==> config.mk <==
export PLATFORM = sky130hd
export DESIGN_NAME = gf_log_seq_flat
export DESIGN_NICKNAME = d
export VERILOG_FILES = /design/src/rtl/gf_pkg.sv /design/src/rtl/gf_log_seq_if.sv /design/src/rtl/gf_log_seq.sv /design/src/flat_wrapper.sv
export SDC_FILE = /design/constraint.sdc
export NUM_CORES = 1
export LEC_CHECK = 0
export CAP_MARGIN = 30
export CORE_UTILIZATION = 40
export CTS_CLUSTER_SIZE = 25
export DETAILED_ROUTE_END_ITERATION = 12
export PLACE_DENSITY_LB_ADDON = 0.08
export SLEW_MARGIN = 0
export SYNTH_ARGS = -nofsm -noshare
export SYNTH_HDL_FRONTEND = slang
export SYNTH_SLANG_ARGS = --single-unit
==> constraint.sdc <==
create_clock -name clk_i -period 2.3 [get_ports clk_i]
set_input_delay 0.345 -clock clk_i [delete_from_list [all_inputs] [get_ports clk_i]]
set_output_delay 0.345 -clock clk_i [all_outputs]
set_load 0.005 [all_outputs]
==> src/rtl/gf_pkg.sv <==
// -----------------------------------------------------------------------------
// gf_pkg
// Shared GF(2^8) definitions for the discrete-log unit and its neighbours in
// the GF multiplier datapath.
//   GF_W      element width in bits
//   GF_POLY   field polynomial x^8+x^4+x^3+x^2+1
//   GF_ORDER  order of the multiplicative group (number of nonzero elements)
//   gf_elem_t one field element
//   gf_log_state_e  state encoding of the log search FSM
//   gf_div_x  multiply an element by x^-1 (one step backwards along the powers of x)
// -----------------------------------------------------------------------------
package gf_pkg;

    localparam int         GF_W     = 8;
    localparam logic [8:0] GF_POLY  = 9'h11D;
    localparam int         GF_ORDER = 255;

    typedef logic [GF_W-1:0] gf_elem_t;

    typedef enum logic [1:0] {
        GF_LOG_IDLE   = 2'd0,
        GF_LOG_SEARCH = 2'd1,
        GF_LOG_DONE   = 2'd2
    } gf_log_state_e;

    // Division by x: an odd element first has the polynomial added so the
    // constant term cancels, then the whole thing shifts down one degree.
    // The polynomial's x^8 term lands in bit 7 after the shift.
    function automatic gf_elem_t gf_div_x(gf_elem_t v, logic [8:0] poly);
        logic [8:0] t;
        t = {1'b0, v};
        if (v[0]) begin
            t = t ^ poly;
        end
        return t[8:1];
    endfunction

endpackage

==> src/rtl/gf_log_seq_if.sv <==
// -----------------------------------------------------------------------------
// gf_log_seq_if
// Request/response handshake bundle of the GF(2^8) discrete-log unit.
//   valid_i / ready_o / elem_i   request side (element to take the log of)
//   valid_o / ready_i / idx_o / err_o   result side
// Modports:
//   slave  - the log unit itself
//   master - whoever issues requests and consumes results
// -----------------------------------------------------------------------------
interface gf_log_seq_if;
    import gf_pkg::*;

    logic     valid_i;
    logic     ready_o;
    gf_elem_t elem_i;
    logic     valid_o;
    logic     ready_i;
    gf_elem_t idx_o;
    logic     err_o;

    modport slave (
        input  valid_i,
        input  elem_i,
        input  ready_i,
        output ready_o,
        output valid_o,
        output idx_o,
        output err_o
    );

    modport master (
        output valid_i,
        output elem_i,
        output ready_i,
        input  ready_o,
        input  valid_o,
        input  idx_o,
        input  err_o
    );

endinterface

==> src/rtl/gf_log_seq.sv <==
// -----------------------------------------------------------------------------
// gf_log_seq
// Sequential discrete-log unit for GF(2^8). For a nonzero element e it returns
// the smallest idx in 0..254 with e == x^(-idx) mod POLY, i.e. the position of
// e in the degree LUT. The search walks the powers of x^-1 starting at 1, one
// field step and one comparison per clock, so no table is stored.
// Ports:
//   clk_i   clock
//   rst_i   synchronous active-high reset
//   bus     gf_log_seq_if.slave
//             valid_i/ready_o/elem_i : request, accepted only in IDLE
//             valid_o/ready_i        : result handshake, held while stalled
//             idx_o                  : log index 0..254
//             err_o                  : element was 0 (or search exhausted)
// Latency from the accept edge to the edge that first samples valid_o high:
// idx+2 for nonzero elements, 1 for element 0.
// -----------------------------------------------------------------------------
module gf_log_seq
    import gf_pkg::*;
#(
    parameter logic [8:0] POLY = GF_POLY
) (
    input  logic          clk_i,
    input  logic          rst_i,
    gf_log_seq_if.slave   bus
);

    localparam logic [1:0] S_IDLE   = GF_LOG_IDLE;
    localparam logic [1:0] S_SEARCH = GF_LOG_SEARCH;
    localparam logic [1:0] S_DONE   = GF_LOG_DONE;

    // Highest index a primitive polynomial can produce before the walk wraps.
    localparam gf_elem_t LAST_IDX = gf_elem_t'(GF_ORDER - 1);

    logic [1:0] r_state;
    gf_elem_t   r_target;
    gf_elem_t   r_cur;
    gf_elem_t   r_cnt;
    gf_elem_t   r_idx;
    logic       r_err;

    gf_elem_t   w_next;
    logic       w_hit;

    assign w_next = gf_div_x(r_cur, POLY);
    assign w_hit  = (r_cur == r_target);

    always_ff @(posedge clk_i) begin
        if (rst_i) begin
            r_state  <= S_IDLE;
            r_target <= '0;
            r_cur    <= 8'h01;
            r_cnt    <= '0;
            r_idx    <= '0;
            r_err    <= 1'b0;
        end else begin
            case (r_state)
                S_IDLE: begin
                    if (bus.valid_i) begin
                        r_target <= bus.elem_i;
                        if (bus.elem_i == '0) begin
                            // log(0) is undefined: answer immediately.
                            r_idx   <= '0;
                            r_err   <= 1'b1;
                            r_state <= S_DONE;
                        end else begin
                            r_cur   <= 8'h01;
                            r_cnt   <= '0;
                            r_state <= S_SEARCH;
                        end
                    end
                end
                S_SEARCH: begin
                    // The hit test runs before the wrap test so that element 1
                    // resolves at idx 0 and idx 254 can still be reported.
                    if (w_hit) begin
                        r_idx   <= r_cnt;
                        r_err   <= 1'b0;
                        r_state <= S_DONE;
                    end else if (r_cnt == LAST_IDX) begin
                        // Only reachable with a non-primitive polynomial.
                        r_idx   <= 8'hFF;
                        r_err   <= 1'b1;
                        r_state <= S_DONE;
                    end else begin
                        r_cur <= w_next;
                        r_cnt <= r_cnt + 8'd1;
                    end
                end
                S_DONE: begin
                    if (bus.ready_i) begin
                        r_state <= S_IDLE;
                    end
                end
                default: begin
                    r_state <= S_IDLE;
                end
            endcase
        end
    end

    assign bus.ready_o = (r_state == S_IDLE);
    assign bus.valid_o = (r_state == S_DONE);
    assign bus.idx_o   = r_idx;
    assign bus.err_o   = r_err;

endmodule

==> src/flat_wrapper.sv <==
// flat-port wrapper written by rule: the top's interface ports become plain ports
module gf_log_seq_flat import gf_pkg::*;
#(
    parameter logic [8:0] POLY = GF_POLY
)
  (clk_i, rst_i, bus_valid_i, bus_elem_i, bus_ready_i, bus_ready_o, bus_valid_o, bus_idx_o, bus_err_o);
  gf_log_seq_if bus_i ();
  input  logic clk_i;
  input  logic rst_i;
  input wire logic [$bits(bus_i.valid_i)-1:0] bus_valid_i;
  input wire logic [$bits(bus_i.elem_i)-1:0] bus_elem_i;
  input wire logic [$bits(bus_i.ready_i)-1:0] bus_ready_i;
  output wire logic [$bits(bus_i.ready_o)-1:0] bus_ready_o;
  output wire logic [$bits(bus_i.valid_o)-1:0] bus_valid_o;
  output wire logic [$bits(bus_i.idx_o)-1:0] bus_idx_o;
  output wire logic [$bits(bus_i.err_o)-1:0] bus_err_o;
  assign bus_i.valid_i = bus_valid_i;
  assign bus_i.elem_i = bus_elem_i;
  assign bus_i.ready_i = bus_ready_i;
  assign bus_ready_o = bus_i.ready_o;
  assign bus_valid_o = bus_i.valid_o;
  assign bus_idx_o = bus_i.idx_o;
  assign bus_err_o = bus_i.err_o;
  gf_log_seq #(.POLY(POLY)) u_core (.clk_i(clk_i), .rst_i(rst_i), .bus(bus_i));
endmodule
==> Yosys cells after proc, flatten, opt, wreduce, memory -nomap -nowiden <==
Cells that the tools add are included.
{ "op_classes": {"addsub": 1, "eq_ne": 11, "n_mux": 27, "bitwise": 1, "reduce_logical": 7} }
{ "op_table": {"columns": ["cell", "count"], "rows": [
  ["$mux 8", 12],
  ["$pmux 8 s2", 3],
  ["$mux 2", 5],
  ["$ne 2x2->1 const B", 5],
  ["$mux 9", 1],
  ["$add 8x1->8 const B", 1],
  ["$eq 8x8->1", 1],
  ["$eq 8x8->1 const B", 1],
  ["$logic_not 8->1", 1],
  ["$pmux 2 s3", 1],
  ["$not 4->5", 1],
  ["$reduce_and 5->1", 1],
  ["$mux 1", 4],
  ["$reduce_and 4->1", 1],
  ["$ne 3x1->1 const B", 1],
  ["$reduce_and 3->1", 1],
  ["$eq 2x1->1 const B", 1],
  ["$eq 2x2->1 const B", 1],
  ["$logic_not 2->1", 1],
  ["$ne 2x1->1 const B", 1],
  ["$pmux 1 s2", 1],
  ["$reduce_and 2->1", 1],
  ["$reduce_bool 2->1", 1]
]} }
{ "word_totals": {"register_bits": 35, "in_bits": 12, "out_inout_bits": 11, "wordCells": 53} }

==> Depth between registers and ports, before layout <==
{ "logic_depth": {"depth_word": 5, "ltp_mapped": 9} }

==> Least setup slack after synthesis <==
Ideal clock, no wire load.
{ "synth_timing": {"kind": "reg-to-reg", "startpoint": "reg u_core.r_cur[0]", "endpoint": "reg u_core.r_idx[6], in the netlist u_core.bus.idx_o[6]", "setup_ns": 0.061, "arrival_time_ns": 1.743, "required_time_ns": 2.239, "setup_slack_ns": 0.496, "stages_incl_launch_ff": 8, "synth_period_minus_slack_ns": 1.804, "cell_sequence": "dfxtp_1 buf_6 xnor2_2 nand4_2 or2_1 buf_6 a311oi_4 o221a_1"} }
{ "synth_via": {"elab_chain_cells": 3, "elab_cells_between_ends": 5} }
{ "synth_lines": {"columns": ["item", "line", "text"], "rows": [
  ["from (decl)", "gf_log_seq.sv:37", "gf_elem_t r_cur;"],
  ["from (signal assigned)", "gf_log_seq.sv:86", "r_cur <= w_next;"],
  ["$eq 8x8->1 (*)", "gf_log_seq.sv:46", "assign w_hit = (r_cur == r_target);"],
  ["$ne 3x1->1 (no source line) or $mux 8 (tied branches)", null, null],
  ["$reduce_and 4->1 (no source line) or $pmux 8 s2 (tied branches)", null, null],
  ["to (signal assigned)", "gf_log_seq.sv:77", "r_idx <= r_cnt;"],
  ["to (decl)", "gf_log_seq.sv:39", "gf_elem_t r_idx;"]
]} }
Every way passes the cells marked *; elsewhere a longest branch is shown, timed or not.
A chain may end at the register's enable or synchronous reset.

==> Worst setup path in the final report <==
{ "layout_timing": {"startpoint": "reg u_core.r_cnt[2]", "endpoint": "reg u_core.r_cnt[7]"} }
{ "layout_via": {"elab_chain_cells": 4, "elab_cells_between_ends": 7} }
{ "layout_lines": {"columns": ["item", "line", "text"], "rows": [
  ["from (decl)", "gf_log_seq.sv:38", "gf_elem_t r_cnt;"],
  ["from (signal assigned)", "gf_log_seq.sv:87", "r_cnt <= r_cnt + 8'd1;"],
  ["$add 8x1->8", "gf_log_seq.sv:87", null],
  ["$mux 8", "gf_log_seq.sv:80", "end else if (r_cnt == LAST_IDX) begin"],
  ["$mux 8", "gf_log_seq.sv:76", "if (w_hit) begin"],
  ["$pmux 8 s2", "gf_log_seq.sv:57", "case (r_state)"]
]} }
Parallel ways exist; a longest one is shown, timed or not. The select of a mux whose other input is x is not followed.

==> out/results.tsv <==
metric	value	unit
outcome	finished, final reports clean	
io_buffers	22	
p_sw	455	uW
cp-start-kind	flip-flop	
ys_ff_latch	35	
clock-root-buffer	clkbuf_8	
fin_skew	5.09	ps
yosysUniqueCellTypes	37	
dr_total_vias	1392	
finalSetupViolCount	0	
drtIter0Drc	76	
yosysSeqAreaShare	40.8	%
rows	23	
placed_area	2020	um2
detail_route.first_pass.iterations	4	
hold_viol_final	0	
design_area	2130	um2
drc_errors	0	
syn2layout_area_growth	24.3	%
powerDensity	784	nW/um2
grt_usage	18.2	%
cts.path.max_buffers	2	
timing.final.crit_period	1960	ps
rsz0062_at_grt	false	
yosys_warnings	0	
grt_max_degree	24	
ant_nets	0	
drive_gt1_share	11.0	%
dieWidth	67.5	um
drv_cap	0	
p_comb_share	22.9	%
antennaDiodeCount	0	
internal_power	1220	uW
path_clk_slew	70	ps
crit_required	2510	ps
critical_path_arrival	2180	ps
cts-buffers-inserted	5	
dp_hpwl	2710	um
antenna_found_initial	0	
htree_levels	2	
p_leak	0.000777	uW
cts_sinks	35	
place.gp.congestion	0.768	
fin_nets	231	
cts_resized	0	
core	4060	um2
grt_pass1_vias	1310	
wl_per_cell	13.4	um
fill_cells	365	
cts_setup_buffers	0	
drv_slew	0	
via_per_inst	5.19	
die-area	4560	um2
p_sw_share	27.2	%
syn_area	1720	um2
overflow	0	
start_util	42.3	%
clkPwrFrac	34.0	%
syn_avg_cell_area	9.04	um2
cp_max_fo	23	
cts_tree	yes	
total_power	1670	uW
wl	3590	um
post-route-period-util	85.4	%
fmax	509	MHz
grt_pass1_wl	6020	um
die-height	67.5	um
pwr-share-seq	43.1	%
hold_class	reg -> reg	
worst-setup-path-type	reg -> reg	
tightest_slew	598	ps
setup_tns	0	ps
syn_nets	204	
max_slew_margin	60.2	%
critPathCaptureType	flip-flop	
ir_drop	0.386	mV
io_pins	23	
cts_hold_buf	0	
insertion_delay	280	ps
synthCells	190	
==> flip-flops by register name (all words and copies together) (netlist names) <==
register          count
u_core.r_target       8
u_core.bus.err_o      1
u_core.r_cnt          8
u_core.r_cur          8
u_core.r_state        2
u_core.bus.idx_o      8
==> kinds of logic after synthesis <==
logic type                 synth area share [%]
buffers and inverters                      4.59
DFF                                        40.8
AOI/OAI and AO/OA                          14.7
muxes                                      10.5
adders and majority gates                  1.46
and+or+nand+nor                            21.9
xor gates and xnor gates                   6.05
==> through the flow <==
step                hold slack [ps]  cells  utilization [%]  worst slack (ps)
CTS                             476    268             52.6               310
global route                    488    268             52.6               192
finish                          472    268             52.6               336
floorplan                       460    190                -               496
global placement                461    260             49.7               102
detailed placement              466    260             49.7              30.6
==> worst max-delay path: stages (launching register included) <==
cell      delay (ps)
dfxtp_1          430
nand4_1          150
or2_2            390
o211a_1          380
o211ai_1         330
mux2i_1          210
==> final cells by class <==
| type | count | area, um2 | share of cell area (%) |
|---|---|---|---|
| multi-input cells | 141 | 938 | 44.0 |
| clock buffers | 6 | 82.6 | 3.87 |
| repair buffers | 32 | 308 | 14.4 |
| inverters | 2 | 7.51 | 0.352 |
| well taps | 50 | 62.6 | 2.93 |
| flip-flops and latches | 35 | 701 | 32.8 |
| clock inverters | 2 | 35.0 | 1.64 |
==> metal layers <==
| metal | share of wire, % | routed length [um] | up-vias | track usage [%] |
|---|---|---|---|---|
| met5 | 0 | 0 | - | 0 |
| met4 | 1.4 | 51 | 0 | 6.38 |
| met3 | 4.2 | 150 | 5 | 5.74 |
| met2 | 44 | 1580 | 21 | 28.0 |
| met1 | 50 | 1810 | 649 | 23.8 |
| li1 | - | - | 717 | - |
==> synthesized netlist by cell type <==
cell | count | area [um2]
or2_1 | 1 | 6.26
nand2b_1 | 7 | 43.8
o31ai_1 | 3 | 22.5
or4_1 | 2 | 15.0
a221oi_1 | 1 | 8.76
a21boi_1 | 1 | 7.51
o211ai_1 | 3 | 22.5
ha_1 | 2 | 25.0
nor3_1 | 3 | 15.0
nor2_1 | 17 | 63.8
nand2_1 | 19 | 71.3
nand3_1 | 1 | 5.00
nor4_1 | 2 | 12.5
buf_2 | 3 | 15.0
clkbuf_1 | 6 | 22.5
or2_2 | 2 | 12.5
or3_1 | 4 | 25.0
mux2i_1 | 18 | 180
o211a_1 | 1 | 10.0
dfxtp_1 | 35 | 701
xnor2_2 | 1 | 16.3
a311o_2 | 1 | 11.3
xnor2_1 | 10 | 87.6
a21oi_1 | 7 | 35.0
nand4_1 | 2 | 12.5
a31oi_1 | 1 | 6.26
nand4_2 | 1 | 12.5
nor2b_1 | 3 | 18.8
inv_1 | 2 | 7.51
buf_6 | 3 | 33.8
o21ai_0 | 16 | 80.1
nand3b_1 | 4 | 30.0
and3_1 | 2 | 12.5
a311oi_4 | 1 | 26.3
and2_1 | 2 | 12.5
nor3b_1 | 1 | 7.51
o221a_1 | 2 | 22.5
==> power by group through the flow <==
stage	Combinational [uW]	Sequential (uW)	Clock (uW)
2_1_floorplan	275	709	0
3_3_place_gp	378	732	0
3_5_place_dp	385	736	0
4_1_cts	388	722	583
5_1_grt	425	731	615
6_report	383	722	570
==> worst paths after layout <==
check	startpoint	endpoint	slack, ps	cells after the start
hold reg to reg	u_core.bus.idx_o[0]$_SDFFE_PP0P_	u_core.bus.idx_o[0]$_SDFFE_PP0P_	470	2
hold / removal	u_core.bus.idx_o[0]$_SDFFE_PP0P_	u_core.bus.idx_o[0]$_SDFFE_PP0P_	470	2
setup / recovery	u_core.r_cnt[2]$_SDFFE_PP0P_	u_core.r_cnt[7]$_SDFFE_PP0P_	340	5
setup reg to reg	u_core.r_cnt[2]$_SDFFE_PP0P_	u_core.r_cnt[7]$_SDFFE_PP0P_	340	5
==> layout by cell type (no fill, tap or decap), types with 2 or more instances in the layout <==
cell / count
or4_1: 2
a21oi_1: 7
nor2_1: 17
inv_1: 2
nand2b_1: 7
dfxtp_1: 35
and2_1: 2
nor2b_1: 3
and3_1: 2
clkdlybuf4s50_1: 22
or3_1: 4
o21ai_0: 16
o211ai_1: 3
mux2i_1: 18
o221a_1: 2
nor4_1: 2
nor3_1: 3
clkbuf_8: 6
xnor2_1: 10
or2_2: 2
nand2_1: 19
buf_4: 9
o31ai_1: 3
nand3b_1: 4
ha_1: 2
nand4_1: 2
(Power assumes the default switching activity.)
==> edit, RTL diff (config.mk and constraints unchanged) <==
Make the reset (`rst_i`) asynchronous in one clocked block. Comments in the files are not updated.
--- a/src/rtl/gf_log_seq.sv
+++ b/src/rtl/gf_log_seq.sv
@@ -45,7 +45,7 @@
     assign w_next = gf_div_x(r_cur, POLY);
     assign w_hit  = (r_cur == r_target);
 
-    always_ff @(posedge clk_i) begin
+    always_ff @(posedge clk_i or posedge rst_i) begin
         if (rst_i) begin
             r_state  <= S_IDLE;
             r_target <= '0;
Formal check against the unedited RTL: differs if rst_i is asserted again (counterexample within 4 cycles, from zero or initial values and one cycle with rst_i high); with rst_i held inactive, the same outputs for 10 cycles.
==> edit against the unedited design <==
  * Clock skew grew 0.0034 ns
  * Highest routed layer unchanged
  * Routed wire length shrank 3.5%
  * Critical path depth grew 1
  * Synthesized area is essentially flat
  * Worst setup slack lost 0.0088 ns
  * Design area shrank 2.3%
  * Utilization shrank 1.2 points
  * Sequential cell count is the same
  * Sequential share of layout area grew 9.2 points
  * Hold slack lost 0.022 ns
Power is not compared: it rests on default switching activity, and its combinational part moved more than twofold at a synthesized area within 25%.
==> edit: results (changes against the unedited design) <==
- Status: finished clean
- Post-Place Cells: 219 (-16%)
- Routability cong.: 0.829 (+8.0%)
- M1 wire length: 1.55 mm (-14%)
- Largest net degree at the start of global routing: 36 (+50%)
- GR Layer Usage met1: 22.5% (-1.3 points)
- Post-synth top area share: 49.5% (+8.7 points)
- Slowest-stage cell, CP: dfstp_2
- Hpwl dp: 2.48 mm (-8.2%)
- Dpl cell area: 2000 um^2 (-0.62%)
- Worst-path fanout max: 15 (-35%)
- Cts repair resizes: 0 (unchanged)
- Worst R2R Path Depth: 6 (+1)
- Gr usage total: 18.4% (+0.15 points)
- Slew headroom: 64.9% (+4.7 points)
- R2r startpoint: u_core.r_cur[0]
- Initial DRC count: 147 (+93%)
- Met3 GRT Util: 4.22% (-1.5 points)
- Top layer in use: met4
- Post-Layout Cell Count: 227 (-15%)
- Wire length on met3: 154 um (+2.7%)
- Synth Area per Inst: 11.5 um^2 (+28%)
- Vias per cell: 5.50 (+5.9%)
- CTS Buffer Depth: 2 (unchanged)
- Vias in the first global route: 1314 (+0.31%)
- GR Util met2: 29.6% (+1.6 points)
- Met2 WL post-DR: 1.69 mm (+7.5%)
- Area contributors post-synth: dfrtp_1, mux2_2, xor2_1
- Synthesized Nets: 163 (-20%)
- Primary FF master, synth: dfrtp_1
- Drt total wl: 3.46 mm (-3.5%)
- Syn. warnings: 0 (unchanged)
- Clk power: 0.428 mW
- Reg2Reg Capture Point: u_core.r_cur[0]
- Pint: 1.82 mW
- Share of layout cells above drive strength 1: 17.5% (+6.5 points)
- First-pass GRT wire length: 6.09 mm (+1.1%)
- Clock transition at path regs: 0.07 ns (about the same)
- Post-CTS Setup Inserts: 0 (unchanged)
- Crit path largest cell delay: 0.61 ns (+0.18 ns)
- Hold Path Class: input pin to asynchronous set/reset pin
- Clk_lat worst skew: 0.29 ns
- Cell variety after synth: 33 (-11%)
- Net count, final: 190 (-18%)
- Fin Clk Skew: 0.00851 ns (+0.00342 ns)
- H-tree lvl count: 2 (unchanged)
- CP top delay family: simple AND/OR/NAND/NOR gates
- Async SR Flop Fraction: 100% (+100 points)
- Most instantiated cells after synthesis: dfrtp_1, xor2_1, inv_1, o21ai_0
- Sequential share of the synthesized area: 51.0% (+10 points)
## edit: cell types whose count changed in the layout (fill, tap and decap cells not counted), sizes merged, moves of 6 or more
cell     change
inv          +9
a31oi        +8
nand2       -15
a22o         +8
a2bb2oi      +9
nand2b       -7
mux2i       -18
nor2        -12
mux2         +9
dfxtp       -35
xor2        +11
buf          -6
dfrtp       +34
xnor2       -10
## edit: worst max-delay path by stage
stage | endpoint | startpoint | cells after the start
after floorplan | u_core.bus.idx_o[0] | u_core.r_cur[0] | 7
after CTS | u_core.r_cur[0] | u_core.r_cur[2] | 6
final | u_core.r_cur[0] | u_core.r_cur[0] | 6
after global routing | u_core.r_cur[0] | u_core.r_cur[2] | 6
after detailed placement | u_core.r_cnt[0] | bus_elem_i[3] | 6
after global placement | u_core.r_cur[0] | bus_elem_i[2] | 7
## edit: final cells by class
| type | count | area, um^2 |
|---|---|---|
| fillers | 346 | 1970 |
| flip-flops and latches | 35 | 877 |
| multi-input cells | 97 | 773 |
| repair buffers | 26 | 250 |
| clock buffers | 7 | 76.3 |
| well taps | 50 | 62.6 |
| inverters | 11 | 41.3 |
| clock inverters | 1 | 5.00 |
## edit: kinds of logic (layout without fill, tap and decap cells)
| group | after synthesis | after routing | share of synthesized area, % |
|---|---|---|---|
| mux | 9 | 9 | 5.90 |
| xor+xnor | 12 | 12 | 6.11 |
| buf+inv | 17 | 45 | 4.00 |
| fa+ha+maj | 2 | 2 | 1.46 |
| simple gates | 19 | 19 | 7.28 |
| compound gates | 55 | 55 | 24.2 |
| flops | 35 | 35 | 51.0 |
## edit: through the flow
step	hold WS, ns	setup WS [ns]	total power, mW
global route	0.486	0.122	3.21
global placement	0.514	0.177	2.52
detailed placement	0.504	0.133	2.56
floorplan	0.469	0.590	2.15
CTS	0.460	0.324	3.00
finish	0.450	0.327	2.97
